[config.mk]
export PLATFORM = sky130hd
export DESIGN_NAME = pipe_ctrl
export DESIGN_NICKNAME = d
export VERILOG_FILES = /design/src/rtl/pipe_ctrl.sv
export SDC_FILE = /design/constraint.sdc
export NUM_CORES = 1
export LEC_CHECK = 0
export BUFFER_PORTS_ARGS = -buffer_cell sky130_fd_sc_hd__buf_2
export CAP_MARGIN = 20
export CORE_MARGIN = 2
export CORE_UTILIZATION = 56
export CTS_BUF_LIST = sky130_fd_sc_hd__clkbuf_2 sky130_fd_sc_hd__clkbuf_4 sky130_fd_sc_hd__clkbuf_8
export DETAILED_ROUTE_END_ITERATION = 7
export PLACE_DENSITY = 0.82
export SLEW_MARGIN = 5
export SYNTH_ARGS = -nofsm -noshare
export SYNTH_HDL_FRONTEND = slang
export SYNTH_SLANG_ARGS = --single-unit
[constraint.sdc]
create_clock -name clk -period 6.3 [get_ports clk]
set_clock_uncertainty 0.1 [all_clocks]
set_input_delay 0 -clock clk [delete_from_list [all_inputs] [get_ports clk]]
set_output_delay 0 -clock clk [all_outputs]
set_load 0.02 [all_outputs]
[src/rtl/pipe_ctrl.sv]
// pipe_ctrl: hazard and sequencing controller for the 5-stage RV64 pipeline.
//
// Owns the valid bits of the if_id, id_ex, ex_mem and mem_wb registers.
// Decides per cycle between four mutually exclusive cases, in priority order:
// dmem back-pressure, EX redirect, load-use hazard, normal flow. It drives
// the PC and pipeline-register load enables from that decision.
// It also keeps saturating retire and stall counters.
//
// Ports:
//   clk, reset             system clock, synchronous active-high reset
//   fetch_valid            imem response valid for the IF stage
//   id_rs1_addr/rs2_addr   source registers of the instruction in if_id
//   id_uses_rs1/rs2        the ID instruction actually reads rs1/rs2
//   ex_is_load, ex_rd_addr load flag and destination of the id_ex instruction
//   ex_redirect            EX resolved a taken branch/jump
//   mem_busy               dmem access outstanding in MEM
//   pc_en, pc_sel_redirect PC load enable and target select
//   *_en                   pipeline register load enables
//   *_valid                registered stage valid bits
//   retire_cnt, stall_cnt  saturating perf counters
//
// Case encoding (combinational decode, no stored state):
//   case        | meaning
//   NORMAL      | everything advances; fetch_valid decides the IF bubble
//   LOAD_USE    | hold PC and if_id, inject one bubble into id_ex
//   REDIRECT    | load EX target into PC, squash if_id and id_ex
//   MEM_STALL   | freeze the front three stages, send a bubble to WB

module pipe_ctrl #(
  parameter int CNT_W  = 32,
  parameter int REG_AW = 5
) (
  input  logic              clk,
  input  logic              reset,
  input  logic              fetch_valid,
  input  logic [REG_AW-1:0] id_rs1_addr,
  input  logic [REG_AW-1:0] id_rs2_addr,
  input  logic              id_uses_rs1,
  input  logic              id_uses_rs2,
  input  logic              ex_is_load,
  input  logic [REG_AW-1:0] ex_rd_addr,
  input  logic              ex_redirect,
  input  logic              mem_busy,
  output logic              pc_en,
  output logic              pc_sel_redirect,
  output logic              if_id_en,
  output logic              id_ex_en,
  output logic              ex_mem_en,
  output logic              mem_wb_en,
  output logic              if_id_valid,
  output logic              id_ex_valid,
  output logic              ex_mem_valid,
  output logic              mem_wb_valid,
  output logic [CNT_W-1:0]  retire_cnt,
  output logic [CNT_W-1:0]  stall_cnt
);

  localparam logic [1:0] CASE_NORMAL    = 2'd0;
  localparam logic [1:0] CASE_LOAD_USE  = 2'd1;
  localparam logic [1:0] CASE_REDIRECT  = 2'd2;
  localparam logic [1:0] CASE_MEM_STALL = 2'd3;

  logic       redirect;
  logic       load_use;
  logic       rs1_hit;
  logic       rs2_hit;
  logic [1:0] cur_case;

  // A redirect from a bubble in id_ex is stale and must be ignored.
  assign redirect = ex_redirect && id_ex_valid;

  // x0 is hard-wired zero, so a load targeting it never creates a hazard.
  assign rs1_hit  = id_uses_rs1 && (id_rs1_addr == ex_rd_addr);
  assign rs2_hit  = id_uses_rs2 && (id_rs2_addr == ex_rd_addr);
  assign load_use = id_ex_valid && ex_is_load && (ex_rd_addr != '0) &&
                    if_id_valid && (rs1_hit || rs2_hit);

  always_comb begin
    cur_case = CASE_NORMAL;
    if (mem_busy)      cur_case = CASE_MEM_STALL;
    else if (redirect) cur_case = CASE_REDIRECT;
    else if (load_use) cur_case = CASE_LOAD_USE;
  end

  always_comb begin
    pc_en           = fetch_valid;
    pc_sel_redirect = 1'b0;
    if_id_en        = 1'b1;
    id_ex_en        = 1'b1;
    ex_mem_en       = 1'b1;
    // WB always loads: it either advances or takes a bubble.
    mem_wb_en       = 1'b1;
    case (cur_case)
      CASE_MEM_STALL: begin
        pc_en     = 1'b0;
        if_id_en  = 1'b0;
        id_ex_en  = 1'b0;
        ex_mem_en = 1'b0;
      end
      CASE_REDIRECT: begin
        pc_en           = 1'b1;
        pc_sel_redirect = 1'b1;
      end
      CASE_LOAD_USE: begin
        pc_en    = 1'b0;
        if_id_en = 1'b0;
      end
      default: ;
    endcase
  end

  always_ff @(posedge clk) begin
    if (reset) begin
      if_id_valid  <= 1'b0;
      id_ex_valid  <= 1'b0;
      ex_mem_valid <= 1'b0;
      mem_wb_valid <= 1'b0;
      retire_cnt   <= '0;
      stall_cnt    <= '0;
    end else begin
      case (cur_case)
        CASE_MEM_STALL: begin
          mem_wb_valid <= 1'b0;
        end
        CASE_REDIRECT: begin
          if_id_valid  <= 1'b0;
          id_ex_valid  <= 1'b0;
          ex_mem_valid <= id_ex_valid;
          mem_wb_valid <= ex_mem_valid;
        end
        CASE_LOAD_USE: begin
          id_ex_valid  <= 1'b0;
          ex_mem_valid <= id_ex_valid;
          mem_wb_valid <= ex_mem_valid;
        end
        default: begin
          if_id_valid  <= fetch_valid;
          id_ex_valid  <= if_id_valid;
          ex_mem_valid <= id_ex_valid;
          mem_wb_valid <= ex_mem_valid;
        end
      endcase

      if (mem_wb_valid && (retire_cnt != '1))
        retire_cnt <= retire_cnt + CNT_W'(1);
      if (!pc_en && (stall_cnt != '1))
        stall_cnt <= stall_cnt + CNT_W'(1);
    end
  end

endmodule

Yosys cells after proc, flatten, opt, wreduce, memory -nomap -nowiden --
Cells that the tools add are included.
Cells by class: $lt $le $gt $ge 0, reduce and logical (&&, ||, !) cells 15, bitwise gates (word level) 0, multiplexer cells 9, multiply operators 0, div/mod/pow operators 0, shifts and indexed selects 0, $add $sub $neg 2, equality and inequality tests 7
Operators with widths (count):
- $add 32x1->32 const B | 2
- $ne 32x32->1 const B | 2
- $eq 5x5->1 | 2
- $logic_and 1x1->1 | 9
- $pmux 1 s2 | 3
- $reduce_or 2->1 | 3
- $reduce_bool 5->1 | 1
- $eq 2x2->1 const B | 2
- $mux 1 | 4
- $mux 2 | 2
- $eq 2x1->1 const B | 1
- $logic_not 1->1 | 1
- $logic_or 1x1->1 | 1
Storage, ports and cells: input port bits 23, output and inout bits 74, bits in registers 68, word-level logic and storage cells 39, memories kept 0, bits in read-only memories 0, RAM bits 0, latch bits 0

Depth between registers and ports, before layout --
Gate-level depths: netlist of the first run.
depth after elaboration 12, depth in mapped cells 12, depth with buffers taken out 12

Worst setup path before layout of the first run --
Ideal clock, no wire load.
path kind register -> register, start register id_ex_valid, end register stall_cnt[21], data arrival time 2.815 ns, setup slack 3.315 ns, cell stages (with the launch flop) 11, clock period less this slack 2.985 ns, required time 6.130 ns, library setup time 0.070 ns, cell sequence dfxtp_1 -> and4b_1 -> o21ai_0 -> o21ba_2 -> ha_1 -> mux2i_1 -> nand3_1 -> a2111o_1 -> buf_6 -> or3_1 -> a21oi_1
Between the ends: longest elaborated chain between the ends 12
RTL lines:
- start: declaration | line 51 | output logic id_ex_valid,
- start signal: assignment | line 138 | id_ex_valid <= if_id_valid;
- $logic_and 1x1->1 (3 in a row) | line 75 | assign load_use = id_ex_valid && ex_is_load && (ex_rd_addr != '0) &&
- $logic_and 1x1->1 | line 76 | if_id_valid && (rs1_hit || rs2_hit);
- $mux 1 | line 82 | else if (load_use) cur_case = CASE_LOAD_USE;
- $mux 2 * | line 81 | else if (redirect) cur_case = CASE_REDIRECT;
- $mux 2 * | line 80 | if (mem_busy) cur_case = CASE_MEM_STALL;
- $eq 2x2->1 or $eq 2x1->1 (tied branches) | line 93 | case (cur_case)
- $reduce_or 2->1 (no line)
- $pmux 1 s2 * | line 93
- $logic_not 1->1 * | line 146 | if (!pc_en && (stall_cnt != '1))
- $logic_and 1x1->1 * | line 146
- end signal: assignment | line 147 | stall_cnt <= stall_cnt + CNT_W'(1);
- end: declaration | line 55 | output logic [CNT_W-1:0] stall_cnt
Mark *: on every way between the ends. The rest lies on a longest branch, timed or not. A chain may end at the register's enable or synchronous reset.

Worst setup path in the final report of the first run --
start register id_ex_valid, end register stall_cnt[31]
The elaborated chain is that of the path after synthesis.

==> flow_summary.yaml, run 1 <==
run_status:
  outcome: "finished clean"
finish:
  final_cell_mix: "95 x buf_2, 68 x dfxtp_1, 40 x a21oi_1, 35 x nor2_1, 24 x nand2_1"
  layout_commonest_cell: "buf_2"
  drive_above_1_share_pct: 24.0
  syn2layout_area_growth_pct: 21.9
  final_nets: 549
  antennaDiodeCount: 0
  fillers: 517
floorplanning:
  die_w_um: 83.8
  chipHeight_um: 83.8
  rows: 29
  initial_utilization_pct: 57.2
  die_area_sq_mm: 0.00703
  io_pins: 97
  coreArea_sq_mm: 0.00624
pwr:
  p_per_area_mw_per_mm2: 212
  power.leakage_nw: 1.68
  peakVddDrop_mv: 0.183
clock_tree:
  cts_hold_buf: 4
  numCtsBuffers: 9
  cts_root_buffer: "clkbuf_8"
  clkSlewWorstSetupHoldPaths_ps: 80
  cts_tree: "done"
  clock_latency_ps: 340
  post_cts_buffers: 0
  cts_resized: 0
  clock-sinks: 68
  h-tree-depth: 3
  clock_path_buffers: 2
worst_setup_path:
  arrival_ps: 3280
  worst-setup-path-type: "flip-flop to flip-flop"
  max_stage_delay_ps: 600
  r2r_cells: 9
  crit_buf_inv: 0
  cp-start-kind: "flip-flop"
  cp.required_ps: 6460
  cp_cell_sequence: "and4b_1 > o21ai_0 > o21ba_2 > ha_1 > mux2i_1 > nand3_1 > a2111o_1 > or4_1 > a21oi_1"
  rr_startpoint: "id_ex_valid"
  cp-end-kind: "flip-flop"
  worstPathMaxFanout: 15
  rrSetupSlack_ps: 3180
  critPathSlowestCell: "a2111o_1"
  path_delay_family: "compound AO/OA/AOI/OAI gates"
  r2r-end: "stall_cnt[31]"
worst_hold_path:
  min_path_cells: 4
  hp-start: "id_uses_rs1"
  hold_path_class: "primary input to flip-flop"
  hold-path-endpoint: "if_id_valid"
synthesis:
  syn_area_per_cell_sq_um: 8.34
  netlist_instances: 428
  synth_edf_count: 0
  syn-num-nets: 456
  synthFlopType: "dfxtp_1"
  synth_cell_types: 50
  ys_warn_count: 0
  ys_seq_area_share_pct: 38.1
  syn_area_sq_mm: 0.00357
  synth-seq-cells: 68
  async_reset_ff_share_pct: 0
routing:
  dr_total_vias: 3561
  drt_iter0_drc: 169
  drc_errors: 0
  wl_per_cell_um: 13.9
  wirelength_mm: 8.41
  drtPass1Iterations: 4
  ant_nets: 0
  avgViaCountPerCell: 5.91
place:
  place_congestion: 0.849
  port_buffers: 95
  hpwl_mm: 5.77
grt:
  grt_pass1_vias: 3247
  track_usage_pct: 23.4
  antenna_found_initial: 0
  grt_pass1_wl_mm: 13.9
  gr-total-overflow: 0
  grt_max_degree: 77
sta:
  slew_viol_final: 0
  fmax_mhz: 321
  worst_pin_slew_ps: 989
  setup_violations: 0
  max_slew_margin_pct: 33.5
  rsz0062_at_grt: "false"
  fin_crit_sh_pct: 49.5
  holdWs_ps: 45.9
  finalHoldViolCount: 0
  tns_ps: 0
  period_needed_ps: 3120
flow_run:
  maxCapViolations: 0
[worst min-delay path, stage by stage]
cell,delay [ps]
buf_2,70
and3_1,140
nor2b_1,70
o211ai_1,160
[synth_stat cells (all sizes together), types with 2 or more instances]
| master | instances | share of area, % |
|---|---|---|
| a31oi | 2 | 0.35 |
| nor3 | 7 | 0.98 |
| a31o | 3 | 0.74 |
| nand4 | 17 | 3.2 |
| or3 | 21 | 3.7 |
| a211oi | 5 | 1.1 |
| and3 | 6 | 1.1 |
| mux2 | 5 | 1.6 |
| nand3 | 23 | 3.2 |
| ha | 5 | 1.8 |
| nor2 | 35 | 3.7 |
| a2111oi | 2 | 0.49 |
| dfxtp | 68 | 38 |
| clkbuf | 15 | 1.6 |
| xor2 | 13 | 3.2 |
| o21ba | 2 | 0.56 |
| o31ai | 18 | 3.8 |
| nand2 | 24 | 2.5 |
| xnor2 | 15 | 3.7 |
| a21oi | 40 | 5.6 |
| o21ai | 18 | 2.5 |
| nor4 | 5 | 0.88 |
| or4 | 19 | 4.0 |
| nor3b | 3 | 0.63 |
| buf | 5 | 1.0 |
| and2 | 3 | 0.53 |
| and4 | 8 | 2.0 |
| inv | 14 | 1.5 |
| mux2i | 5 | 1.4 |
| nor2b | 6 | 1.1 |
[cell type report]
cell class / instances / area, sq um / area share [%]
clock inverter: 7 / 115 / 2.65
inverter: 14 / 52.6 / 1.21
tap: 77 / 96.3 / 2.21
timing repair buffer: 102 / 538 / 12.4
multi-input combinational: 326 / 2060 / 47.4
clock buffer: 9 / 124 / 2.85
sequential: 68 / 1360 / 31.3
[report_power, final]
part           total (mW)  internal (mW)  switching (mW)
logic              0.0555         0.0222          0.0334
registers           0.437          0.433         0.00419
clock network       0.431          0.261           0.169
total               0.924          0.717           0.207
[worst max-delay path by stage]
stage	from	endpoint	slack, ps	depth (start not counted)
final	id_ex_valid	stall_cnt[31]	3180	9
after CTS	id_ex_valid	stall_cnt[31]	3220	9
after floorplan	id_ex_valid	stall_cnt[21]	3310	10
after global routing	if_id_valid	stall_cnt[23]	2970	9
after detailed placement	ex_rd_addr[0]	stall_cnt[31]	3020	10
after global placement	ex_rd_addr[0]	stall_cnt[25]	3140	10
[cells by family (layout without fill, tap and decap cells)]
logic type | Yosys count | after routing | synth area share [%]
other cells | 1 | 1 | 0.105
flops | 68 | 68 | 38.1
compound gates | 99 | 99 | 17.3
fa+ha+maj | 5 | 5 | 1.75
simple gates | 183 | 183 | 28.8
xor+xnor | 28 | 28 | 6.87
mux | 10 | 10 | 2.98
buf+inv | 34 | 132 | 4.07
[flip-flops by register name, summed over array words and instances (netlist names)]
name / count
retire_cnt: 32
stall_cnt: 32
ex_mem_valid: 1
id_ex_valid: 1
if_id_valid: 1
mem_wb_valid: 1
[routing by layer]
metal	track usage (%)	part of all wire (%)	wire length [um]	vias up
met2	39.6	48	4040	88
li1	-	-	-	1796
met5	0	0	0	-
met4	9.38	1.6	132	0
met3	4.65	5.6	472	12
met1	29.1	45	3770	1665
[metrics by stage]
stage | util [%] | power (mW) | cells | setup slack, ps | cell area (sq um)
floorplan | - | 0.482 | 428 | 3310 | 3570
global placement | 65.2 | 0.499 | 583 | 3140 | 4070
detailed placement | 65.2 | 0.501 | 583 | 3020 | 4070
CTS | 69.7 | 0.929 | 603 | 3220 | 4350
global route | 69.7 | 0.948 | 603 | 2970 | 4350
finish | 69.7 | 0.924 | 603 | 3180 | 4350
Note: power is estimated with default switching activity, not from simulation.
==> run 2: changes to the inputs <==
CORE_UTILIZATION = 49   (was 56)
PLACE_DENSITY = 0.76   (was 0.82)
clock period = 2.57 ns   (was 6.3 ns; I/O delays follow)
==> run 2 against run 1 <==
Compared with the run above:
- the run now ends with setup timing left
- total power increased by 120%
- first-iteration DRC count increased by 6.5%
- worst setup slack got worse by 3200 ps
- wire length increased by 13%
- count of clock-buffer cells in the layout increased by 4
- critical path type unchanged
- largest power group unchanged
==> flow_summary.yaml, run 2 (same netlist as run 1, synthesis figures left out) <==
run_status:
  outcome: "finished with violations"
  violations: "setup timing"
grt:
  grt_max_degree: 46
  gr-total-overflow: 0
  grt_pass1_vias: 3205
  grt_pass1_wl_mm: 14.9
  track_usage_pct: 23.4
  antenna_found_initial: 0
worst_setup_path:
  cp_cell_sequence: "and4b_1 > o21ai_4 > o21ba_4 > ha_4 > mux2i_4 > nand3_2 > a2111o_1 > buf_6 > buf_4 > o31ai_1 > a21oi_1"
  arrival_ps: 2700
  crit_buf_inv: 2
  critPathSlowestCell: "a2111o_1"
  path_delay_family: "compound AO/OA/AOI/OAI gates"
  cp-start-kind: "flip-flop"
  cp.required_ps: 2690
  rrSetupSlack_ps: -4
  cp-end-kind: "flip-flop"
  max_stage_delay_ps: 380
  worstPathMaxFanout: 5
  worst-setup-path-type: "flip-flop to flip-flop"
  r2r-end: "stall_cnt[27]"
  r2r_cells: 11
  rr_startpoint: "id_ex_valid"
routing:
  drc_errors: 0
  drt_iter0_drc: 180
  wl_per_cell_um: 14.4
  drtPass1Iterations: 5
  avgViaCountPerCell: 5.78
  dr_total_vias: 3791
  ant_nets: 0
  wirelength_mm: 9.47
floorplanning:
  initial_utilization_pct: 50.0
  rows: 31
  chipHeight_um: 89.4
  die_w_um: 89.4
  coreArea_sq_mm: 0.00714
  io_pins: 97
  die_area_sq_mm: 0.00798
pwr:
  power.leakage_nw: 1.83
  peakVddDrop_mv: 0.331
  p_per_area_mw_per_mm2: 433
  p_total_mw: 2.06
clock_tree:
  h-tree-depth: 3
  cts_root_buffer: "clkbuf_8"
  clkSlewWorstSetupHoldPaths_ps: 70
  clock_latency_ps: 340
  clock-sinks: 68
  cts_tree: "done"
  clock_path_buffers: 2
  numCtsBuffers: 9
sta:
  rsz0062_at_grt: "true"
  slew_viol_final: 0
  max_slew_margin_pct: 42.8
  fmax_mhz: 388
  period_needed_ps: 2570
  fin_crit_sh_pct: 100
  setup_violations: 1
  worst_pin_slew_ps: 845
  fin_ws_ps: -4.41
  holdWs_ps: 107
  finalHoldViolCount: 0
finish:
  antennaDiodeCount: 0
  final_cell_mix: "95 x buf_2, 66 x dfxtp_1, 38 x a21oi_1, 34 x nor2_1, 29 x buf_4"
  reg_top3: "retire_cnt x32, stall_cnt x32"
  design_area_sq_mm: 0.00475
  syn2layout_area_growth_pct: 32.9
  drive_above_1_share_pct: 31.4
  final_nets: 581
  layout_commonest_cell: "buf_2"
flow_run:
  maxCapViolations: 0
place:
  placed_area_sq_mm: 0.00436
  hpwl_mm: 6.48
  place_congestion: 0.842
  port_buffers: 95
worst_hold_path:
  min_path_cells: 4
  hold-path-endpoint: "if_id_valid"
  hold_path_class: "primary input to flip-flop"
  hp-start: "fetch_valid"
==> run 2: cell count changes in the layout (fill, tap and decap cells not counted), moves of 3 or more <==
cell / before / now
buf_4: 3 / 29
bufinv_16: 3 / 0
or4_1: 19 / 16
or4_4: 0 / 3
==> run 2: repair_timing <==
item | in CTS | in global routing
setup endpoints to repair | 7 | 19
hold endpoints to repair | 14 | 0
gates resized for setup | 7 | 11
gates cloned | 1 | 1
hold buffers | 5 | 0
pin swaps | 7 | 9
buffers inserted | 3 | 3
==> run 2: worst max path at each step <==
stage	slack, ps	from	cells after the start	end
2_1_floorplan	20	id_ex_valid	10	stall_cnt[21]
3_3_place_gp	-210	ex_rd_addr[2]	12	stall_cnt[29]
3_5_place_dp	-340	ex_rd_addr[0]	12	stall_cnt[27]
4_1_cts	-60	if_id_valid	9	stall_cnt[23]
5_1_grt	-80	id_ex_valid	11	stall_cnt[27]
6_report	-4	id_ex_valid	11	stall_cnt[27]
==> run 2: power by group <==
group / switching [mW] / leakage [nW] / internal [mW]
Sequential: 0.00894 / 0.550 / 1.06
Combinational: 0.0999 / 1.19 / 0.0793
Clock: 0.391 / 0.0961 / 0.417
==> run 2: layer usage <==
metal  routed length, um  track usage, %  up-vias
li1                    -               -     1856
met1                4310            31.1     1803
met2                4450            36.6      112
met3                 509            4.89       20
met4                 197            10.2        0
met5                   0               0        -
==> run 2: worst register-to-register path, cell delays in order, from the launching register on <==
cell and delay [ps]:
dfxtp_4 340, and4b_1 250, o21ai_4 80, o21ba_4 220, ha_4 170, mux2i_4 180
nand3_2 100, a2111o_1 380, buf_6 160, buf_4 130, o31ai_1 240, a21oi_1 110
==> run 2: area by class of cell <==
| class | instances | area (sq um) |
|---|---|---|
| multi-input combinational | 328 | 2230 |
| inverter | 14 | 52.6 |
| timing repair buffer | 132 | 795 |
| clock inverter | 2 | 10.0 |
| tap | 99 | 124 |
| fill | 618 | 2390 |
| sequential | 68 | 1370 |
| clock buffer | 13 | 166 |
==> run 2: stage by stage <==
step | setup TNS, ps | util, % | instances | setup WS (ps)
global placement | -2330 | 61.1 | 628 | -212
CTS | -155 | 65.3 | 652 | -57.9
floorplan | 0 | - | 428 | 17.0
global route | -293 | 66.5 | 656 | -76.8
detailed placement | -4010 | 61.1 | 628 | -339
finish | -4.41 | 66.5 | 656 | -4.41
